===== config.mk =====
export PLATFORM = sky130hd
export DESIGN_NAME = gshare_predictor
export DESIGN_NICKNAME = d
export VERILOG_FILES = /design/src/rtl/bp_pkg.sv /design/src/rtl/sat_ctr2_next.sv /design/src/rtl/gshare_predictor.sv
export SDC_FILE = /design/constraint.sdc
export NUM_CORES = 1
export LEC_CHECK = 0
export ABC_AREA = 1
export BUFFER_PORTS_ARGS = -buffer_cell sky130_fd_sc_hd__buf_2
export CAP_MARGIN = 20
export CORE_MARGIN = 1
export CORE_UTILIZATION = 45
export CTS_CLUSTER_SIZE = 24
export DETAILED_ROUTE_END_ITERATION = 6
export HOLD_SLACK_MARGIN = 0.12
export PLACE_DENSITY_LB_ADDON = 0.05
export SETUP_SLACK_MARGIN = 0.02
export SLEW_MARGIN = 20
export SYNTH_ARGS = -nofsm -noshare
export SYNTH_HDL_FRONTEND = slang
export SYNTH_HIERARCHICAL = 1
export SYNTH_SLANG_ARGS = --single-unit

===== constraint.sdc =====
create_clock -name clk -period 2.63 [get_ports clk]
set_input_delay 0.3945 -clock clk [delete_from_list [all_inputs] [get_ports clk]]
set_output_delay 0.3945 -clock clk [all_outputs]
set_load 0.05 [all_outputs]

===== src/rtl/bp_pkg.sv =====
// Shared definitions for the branch predictor: 2-bit counter states,
// the reset value of a PHT entry and the default table/history sizes.
package bp_pkg;

  localparam int DEF_PHT_IDX_W = 5;
  localparam int DEF_GHR_W     = 5;

  typedef enum logic [1:0] {
    CTR_SNT = 2'b00,
    CTR_WNT = 2'b01,
    CTR_WT  = 2'b10,
    CTR_ST  = 2'b11
  } ctr_state_e;

  localparam ctr_state_e CTR_RESET = CTR_WNT;

  // The predicted direction is the counter's upper bit.
  function automatic logic ctr_taken(input ctr_state_e state);
    return state[1];
  endfunction

endpackage


===== src/rtl/sat_ctr2_next.sv =====
// Next-state function of a 2-bit saturating counter.
// The counter moves one step toward the outcome and stops at either end.
module sat_ctr2_next
  import bp_pkg::*;
(
  input  ctr_state_e state,
  input  logic       taken,
  output ctr_state_e next_state
);

  // Step one state toward the observed outcome, saturating at the ends
  always_comb begin
    next_state = state;
    case (state)
      CTR_SNT: begin
        if (taken) next_state = CTR_WNT;
        else       next_state = CTR_SNT;
      end
      CTR_WNT: begin
        if (taken) next_state = CTR_WT;
        else       next_state = CTR_SNT;
      end
      CTR_WT: begin
        if (taken) next_state = CTR_ST;
        else       next_state = CTR_WNT;
      end
      CTR_ST: begin
        if (taken) next_state = CTR_ST;
        else       next_state = CTR_WT;
      end
      default: next_state = CTR_RESET;
    endcase
  end

endmodule


===== src/rtl/gshare_predictor.sv =====
// Gshare direction predictor: PC bits XOR global history index a table of
// 2-bit counters; one-cycle registered prediction, non-speculative history.
module gshare_predictor
  import bp_pkg::*;
#(
  parameter int PHT_IDX_W = DEF_PHT_IDX_W,
  parameter int GHR_W     = DEF_GHR_W
) (
  input  logic                 clk,
  input  logic                 rst_n,
  input  logic                 pred_req,
  input  logic [31:0]          pred_pc,
  output logic                 pred_rsp_valid,
  output logic                 pred_taken,
  output logic [PHT_IDX_W-1:0] pred_idx,
  input  logic                 upd_valid,
  input  logic [PHT_IDX_W-1:0] upd_idx,
  input  logic                 upd_taken,
  input  logic                 upd_mispredict,
  output logic [31:0]          br_count,
  output logic [31:0]          mispred_count
);

  localparam int NUM_ENT = 2 ** PHT_IDX_W;

  ctr_state_e             pht_q [NUM_ENT];
  ctr_state_e             pht_d [NUM_ENT];
  logic [GHR_W-1:0]       ghr_q, ghr_d;
  logic                   pred_rsp_valid_q, pred_rsp_valid_d;
  logic                   pred_taken_q, pred_taken_d;
  logic [PHT_IDX_W-1:0]   pred_idx_q, pred_idx_d;
  logic [31:0]            br_count_q, br_count_d;
  logic [31:0]            mispred_count_q, mispred_count_d;

  logic [PHT_IDX_W-1:0]   ghr_ext_s;
  logic [PHT_IDX_W-1:0]   lookup_idx_s;
  ctr_state_e             upd_cur_s;
  ctr_state_e             upd_next_s;
  logic                   unused_pc_bits_s;

  assign unused_pc_bits_s = ^{pred_pc[31:PHT_IDX_W+2], pred_pc[1:0]};

  // Lookup index: word-aligned PC bits hashed with zero-extended history
  always_comb begin
    ghr_ext_s               = {PHT_IDX_W{1'b0}};
    ghr_ext_s[GHR_W-1:0]    = ghr_q;
    lookup_idx_s            = pred_pc[PHT_IDX_W+1:2] ^ ghr_ext_s;
    upd_cur_s               = pht_q[upd_idx];
  end

  sat_ctr2_next u_upd_ctr (
    .state      (upd_cur_s),
    .taken      (upd_taken),
    .next_state (upd_next_s)
  );

  // Prediction reads the current (pre-update) table and history
  always_comb begin
    pred_rsp_valid_d = pred_req;
    if (pred_req) begin
      pred_taken_d = ctr_taken(pht_q[lookup_idx_s]);
      pred_idx_d   = lookup_idx_s;
    end else begin
      pred_taken_d = pred_taken_q;
      pred_idx_d   = pred_idx_q;
    end
  end

  // Resolved branch: train the counter, shift history, bump statistics
  always_comb begin
    pht_d           = pht_q;
    ghr_d           = ghr_q;
    br_count_d      = br_count_q;
    mispred_count_d = mispred_count_q;
    if (upd_valid) begin
      pht_d[upd_idx] = upd_next_s;
      ghr_d          = ghr_q << 1;
      ghr_d[0]       = upd_taken;
      br_count_d     = br_count_q + 32'd1;
      if (upd_mispredict) begin
        mispred_count_d = mispred_count_q + 32'd1;
      end else begin
        mispred_count_d = mispred_count_q;
      end
    end else begin
      br_count_d      = br_count_q;
      mispred_count_d = mispred_count_q;
    end
  end

  // State registers; reset also drops any response still in flight
  always_ff @(posedge clk or negedge rst_n) begin
    if (!rst_n) begin
      for (int i = 0; i < NUM_ENT; i++) begin
        pht_q[i] <= CTR_RESET;
      end
      ghr_q            <= {GHR_W{1'b0}};
      pred_rsp_valid_q <= 1'b0;
      pred_taken_q     <= 1'b0;
      pred_idx_q       <= {PHT_IDX_W{1'b0}};
      br_count_q       <= 32'd0;
      mispred_count_q  <= 32'd0;
    end else begin
      pht_q            <= pht_d;
      ghr_q            <= ghr_d;
      pred_rsp_valid_q <= pred_rsp_valid_d;
      pred_taken_q     <= pred_taken_d;
      pred_idx_q       <= pred_idx_d;
      br_count_q       <= br_count_d;
      mispred_count_q  <= mispred_count_d;
    end
  end

  assign pred_rsp_valid = pred_rsp_valid_q;
  assign pred_taken     = pred_taken_q;
  assign pred_idx       = pred_idx_q;
  assign br_count       = br_count_q;
  assign mispred_count  = mispred_count_q;

endmodule


After elaboration in Yosys (flattened, before gate mapping)
Index checks and enable logic that the tools add are counted.
{"block": "word_totals", "ff_bits": 140, "input_bits": 43, "out_inout_bits": 71, "elab_cells": 66}
{"block": "classes", "addsub": 2, "magnitude_cmp": 3, "eq_ne": 3, "mux": 14, "bitwise_logic": 3, "reduce_logical": 3}
{"operator": "$add 32x1->32 const B", "n": 2}
{"operator": "$bwmux 64", "n": 1}
{"operator": "$bmux 2 s5", "n": 2}
{"operator": "$mux 2", "n": 7}
{"operator": "$ge 6x6->1 const B", "n": 2}
{"operator": "$not 5->6", "n": 2}
{"operator": "$demux 2 s5", "n": 1}
{"operator": "$pmux 2 s4", "n": 1}
{"operator": "$lt 6x1->1 const B", "n": 1}
{"operator": "$xor 5x5->5", "n": 1}
{"operator": "$eq 2x2->1 const B", "n": 2}
{"operator": "$eq 2x1->1 const B", "n": 1}
{"operator": "$logic_not 2->1", "n": 1}
{"operator": "$mux 1", "n": 2}
{"operator": "$reduce_and 2->1", "n": 1}
{"operator": "$logic_and 1x1->1", "n": 1}

Depth between registers and ports, before layout
{"block": "logic_depth", "ltp_word": 7, "depth_mapped": 14, "mapped_depth_nobuf": 13}

By module
The synthesis kept the hierarchy.
{"mod": "gshare_predictor", "instances": 1, "cells_per_inst": 842, "area_each_um2": 7050.5, "seq_area_each_um2": 3543.4}
{"mod": "sat_ctr2_next", "instances": 1, "cells_per_inst": 5, "area_each_um2": 21.3, "seq_area_each_um2": 0.0}

Least setup slack after synthesis
OpenSTA, ideal clock, no wires.
{"block": "synth_timing", "kind": "in2reg", "from": "input upd_idx[1]", "to": "register pht_q[59] (netlist name)", "setup_time_ns": 0.083, "arrival_time_ns": 2.082, "required_time_ns": 2.547, "slack_ns": 0.465, "cell_stages": 12, "path_buffers": 1, "path_cell_list": "nor2_2 > inv_2 > o22ai_1 > o21ai_0 > nand2_1 > inv_1 > nand4_1 > nand2_1 > a21oi_1 > inv_1 > clkbuf_1 > o21ai_0"}
{"block": "synth_via", "elab_chain_len": 7, "word_cells_on_any_way": 15, "classes_between": "order compare: 2; eq/ne: 3; mux: 7; bitwise: 1; reduce/logical: 2"}
{"element": "start: declaration", "line": "gshare_predictor.sv:17", "rtl": "input logic [PHT_IDX_W-1:0] upd_idx,"}
{"element": "$not 5->6 (implied by the code) *", "line": "gshare_predictor.sv:48", "rtl": "upd_cur_s = pht_q[upd_idx];"}
{"element": "$bmux 2 s5 *", "line": "gshare_predictor.sv:48"}
{"element": "$mux 2 (implied by the code) * (2 in a row)", "line": "gshare_predictor.sv:48"}
{"element": "net upd_cur_s[1]", "line": "gshare_predictor.sv:37", "rtl": "ctr_state_e upd_cur_s;"}
{"element": "$eq 2x2->1 (tied with other cells)", "line": "sat_ctr2_next.sv:14", "rtl": "case (state)"}
{"element": "$pmux 2 s4 *", "line": "sat_ctr2_next.sv:14"}
{"element": "net upd_next_s[1]", "line": "gshare_predictor.sv:38", "rtl": "ctr_state_e upd_next_s;"}
{"element": "$bwmux 64 *", "line": "gshare_predictor.sv:76", "rtl": "pht_d[upd_idx] = upd_next_s;"}
{"element": "end signal: assignment", "line": "gshare_predictor.sv:104", "rtl": "pht_q <= pht_d;"}
{"element": "end: declaration", "line": "gshare_predictor.sv:26", "rtl": "ctr_state_e pht_q [NUM_ENT];"}
The timed path passes the listed nets; every way through them passes the cells marked *. The select of a mux whose other input is x is not followed.
A chain may end at the register's enable or synchronous reset.

Worst setup path in the final report
{"block": "layout_timing", "from": "input upd_idx[1]", "to": "register pht_q[61] (netlist name)"}
The elaborated chain is that of the path after synthesis.

==> impl_results.md <==
* Status: completed
* Initial antenna violation count at 0
* Mapped Cells at 847
* Core Area at around 15,000 um2
* Ys Warns at 6
* Mux cell area share after synthesis at 0
* Clock Path Buffers at 2
* Final period utilization at 0.777
* Hold Violations, Final at 0
* Setup Skew at a little under 8 ps
* Hold Startpoint: upd_taken
* Clock-pin slew on the worst setup and hold paths at approximately 60 ps
* # setup viols final at 0
* Max VDD drop at between 0.0007 and 0.0008 V
* Post-synthesis cell area at approximately 7000 um2
* Root Driver: clkbuf_16
* Most frequent cells in the layout: nand2_1, dfrtp_1, inv_1
* CP max FO at 25
* P_leak at 4.08 nW
* CP arrival at ~2400 ps
* Final worst path period need at 2040 ps
* Mapped Nets at roughly 900
* Most used DFF post-synth: dfrtp_1
* Share of cells above drive strength 1 at 0.210
* Multi-input logic area at roughly 3100 um2
* Max-slew violation count at 0
* Cell count of the worst reg-to-reg path at 11
* Core Util, Final at 0.558
* Sequential area share after synthesis at 0.501
* Top Layer Used: met4
* Met3 WL post-DR at 1.02 mm
* H-tree lvl count at 4
* Vias/cell at around 5.2
* Fmax at between 400 and 500 MHz
* Maxcap violations at 0
* Total grt overflow at 0
* IO buf count at 86
* Die Ht at roughly 130 um
* CTS Sinks at between 100 and 150
* RSZ-0062 raised after global routing: no
* Skew-Pair Late Insertion Delay at about 420 ps
* Worst slack at placement at about 170 ps
* Starting Density at 0.463
* Post-Syn Area per Cell at about 8.3 um2
* DIE WIDTH at 127 um
* EDFF count, synth at 0
* FF-to-FF Start: pht_q[57]$_DFFE_PN0P_
* Hold path endpoint: ghr_ext_s[0]$_DFFE_PN0P_
* Post-DRT Antenna Nets at 0
* Power, Total at between 0.006 and 0.007 W
* Critical path type: input port to flip-flop
* CTS resizes at 0
* Vias at between 6,000 and 7,000
* Library cell occupying the most area in the post-synthesis netlist: dfrtp_1
* Met2 wire len at 8.61 mm
* Hold-fix buffers, CTS at 2
* Die area at 16,200 um2
* Compound-Gate Fraction of Synth Area at 0.0980
* Final Net Count at roughly 1,000
* DRC viols at 0
* Largest net degree at the start of global routing at 64
* Setup TNS Final at 0 ps
* Most common cell after layout, fill and taps aside: nand2_1
* Starting DRT DRC Count at 400
* Synth Register Bits at 140
* Largest cells by area after synthesis: dfrtp_1, dfstp_2, nand2_1
* Ant. Diodes at 0
* TritonCTS clock tree: built
* Post-CTS setup buffers at 0
* Hold Path Stages at 3
* Largest family of logic cells by synthesized area: simple AND/OR/NAND/NOR gates
* Synth Area in XOR/XNOR at 0.0755
* Placer Congestion at around 0.91
* M1 wire length at about 8.4 mm
* Max-Slew Margin vs Limit at 0.441
* Fill count at approximately 1,400
* CP Data Required Time at roughly 3000 ps
* Setup ws final at slightly below 600 ps
* Crit. End Element: flip-flop
* Routed wire length at roughly 18 mm
* Adder-Cell Fraction of Synth Area at 0.00354
* Tightest Pin Transition at roughly 840 ps
* Crit start category: input port
* FP Rows at 45
* Synthesis-to-layout area growth at 20.5%
* Total CTS buffers at 17
* Async SR Flop Fraction at 1.00
* FF/Latch Area at approximately 3500 um2
* Hold Crit Class: input port to flip-flop
* Vias in the first global route at between 6,000 and 7,000
* GR Util All Layers at 0.240
* Simple-gate share of the synthesized area at 0.258
* Dpl hpwl at roughly 13 mm
* Minimum setup slack among reg-to-reg paths at 680 ps
* DR pass1 iterations at 5
* Count of cell types in the netlist at 36
* Routed len/inst at ~15 um
* Area share of the largest cell type after synthesis at 0.382
* First-pass GRT wire length at ~30 mm
* PD cells at a little under 800 nW/um2
* Reg-to-reg endpoint: pht_q[61]$_DFFE_PN0P_
* IO Count at approximately 110
==> kinds of logic after synthesis <==
logic type	count (synthesis)
and+or+nand+nor	402
buffers and inverters	118
xor gates and xnor gates	61
adders and majority gates	2
DFF	140
AOI/OAI and AO/OA	124
==> flip-flops by register name, indices dropped and copies added, names as in the netlist <==
register	cells
pht_q	64
br_count	32
mispred_count	32
ghr_ext_s	5
pred_idx	5
pred_rsp_valid	1
pred_taken	1
==> synth_stat cells, types with 3 or more instances <==
master    number
xnor2_1       25
inv_1        102
nand2_1      212
nor3_1        35
dfrtp_1      108
a21oi_1       11
dfstp_2       32
a21o_1         3
xor2_1        36
o21ai_0       71
clkbuf_1       5
a22oi_1       16
o22ai_1       16
nor2_1        46
nand2_2        5
buf_2          4
nor2_4         6
inv_2          5
o21ai_1        5
nand3_1       60
nor3_2         3
nor2_2         9
nand4_1       16
==> worst max-delay path by stage <==
stage | from | end | depth (start not counted)
floorplan | upd_idx[1] | pht_q[59]$_DFFE_PN0P_ | 12
global placement | upd_idx[0] | pht_q[61]$_DFFE_PN0P_ | 13
detailed placement | upd_idx[0] | pht_q[21]$_DFFE_PN0P_ | 13
CTS | upd_idx[0] | pht_q[21]$_DFFE_PN0P_ | 13
global route | upd_idx[2] | pht_q[21]$_DFFE_PN0P_ | 12
finish | upd_idx[1] | pht_q[61]$_DFFE_PN0P_ | 12
==> stage by stage <==
stage	hold slack [ps]	area, um2	instances
floorplan	98.9	7070	847
global placement	420	7910	1154
detailed placement	434	7910	1154
CTS	219	8520	1188
global route	267	8520	1188
finish	243	8520	1188
==> metal layers <==
layer,vias to the layer above,global-route usage
li1,2995,-
met1,2969,0.310
met2,197,0.400
met3,33,0.0515
met4,0,0.0791
met5,-,0
==> critical path: stages <==
cell and delay [ps]:
buf_2 140, nor2_2 300, buf_4 240, a22oi_1 90
a21boi_0 250, nor3_1 90, nand2_1 140, inv_1 50
a21oi_1 190, inv_1 110, buf_12 170, o21ai_0 190
==> power breakdown <==
| part | switching [W] | total, W | internal, W | leakage (nW) |
|---|---|---|---|---|
| clock | 0.000944 | 0.00238 | 0.00143 | 0.291 |
| sequential | 0.000272 | 0.00283 | 0.00256 | 1.74 |
| combinational | 0.00108 | 0.00151 | 0.000432 | 2.05 |
==> cell type report <==
class	count	share of cell area
clock inverter	12	0.0163
timing repair buffer	108	0.0756
multi-input combinational	589	0.361
tap	211	0.0310
sequential	140	0.416
clock buffer	20	0.0524
inverter	108	0.0479
No activity file was read; power rests on OpenSTA's default activity.
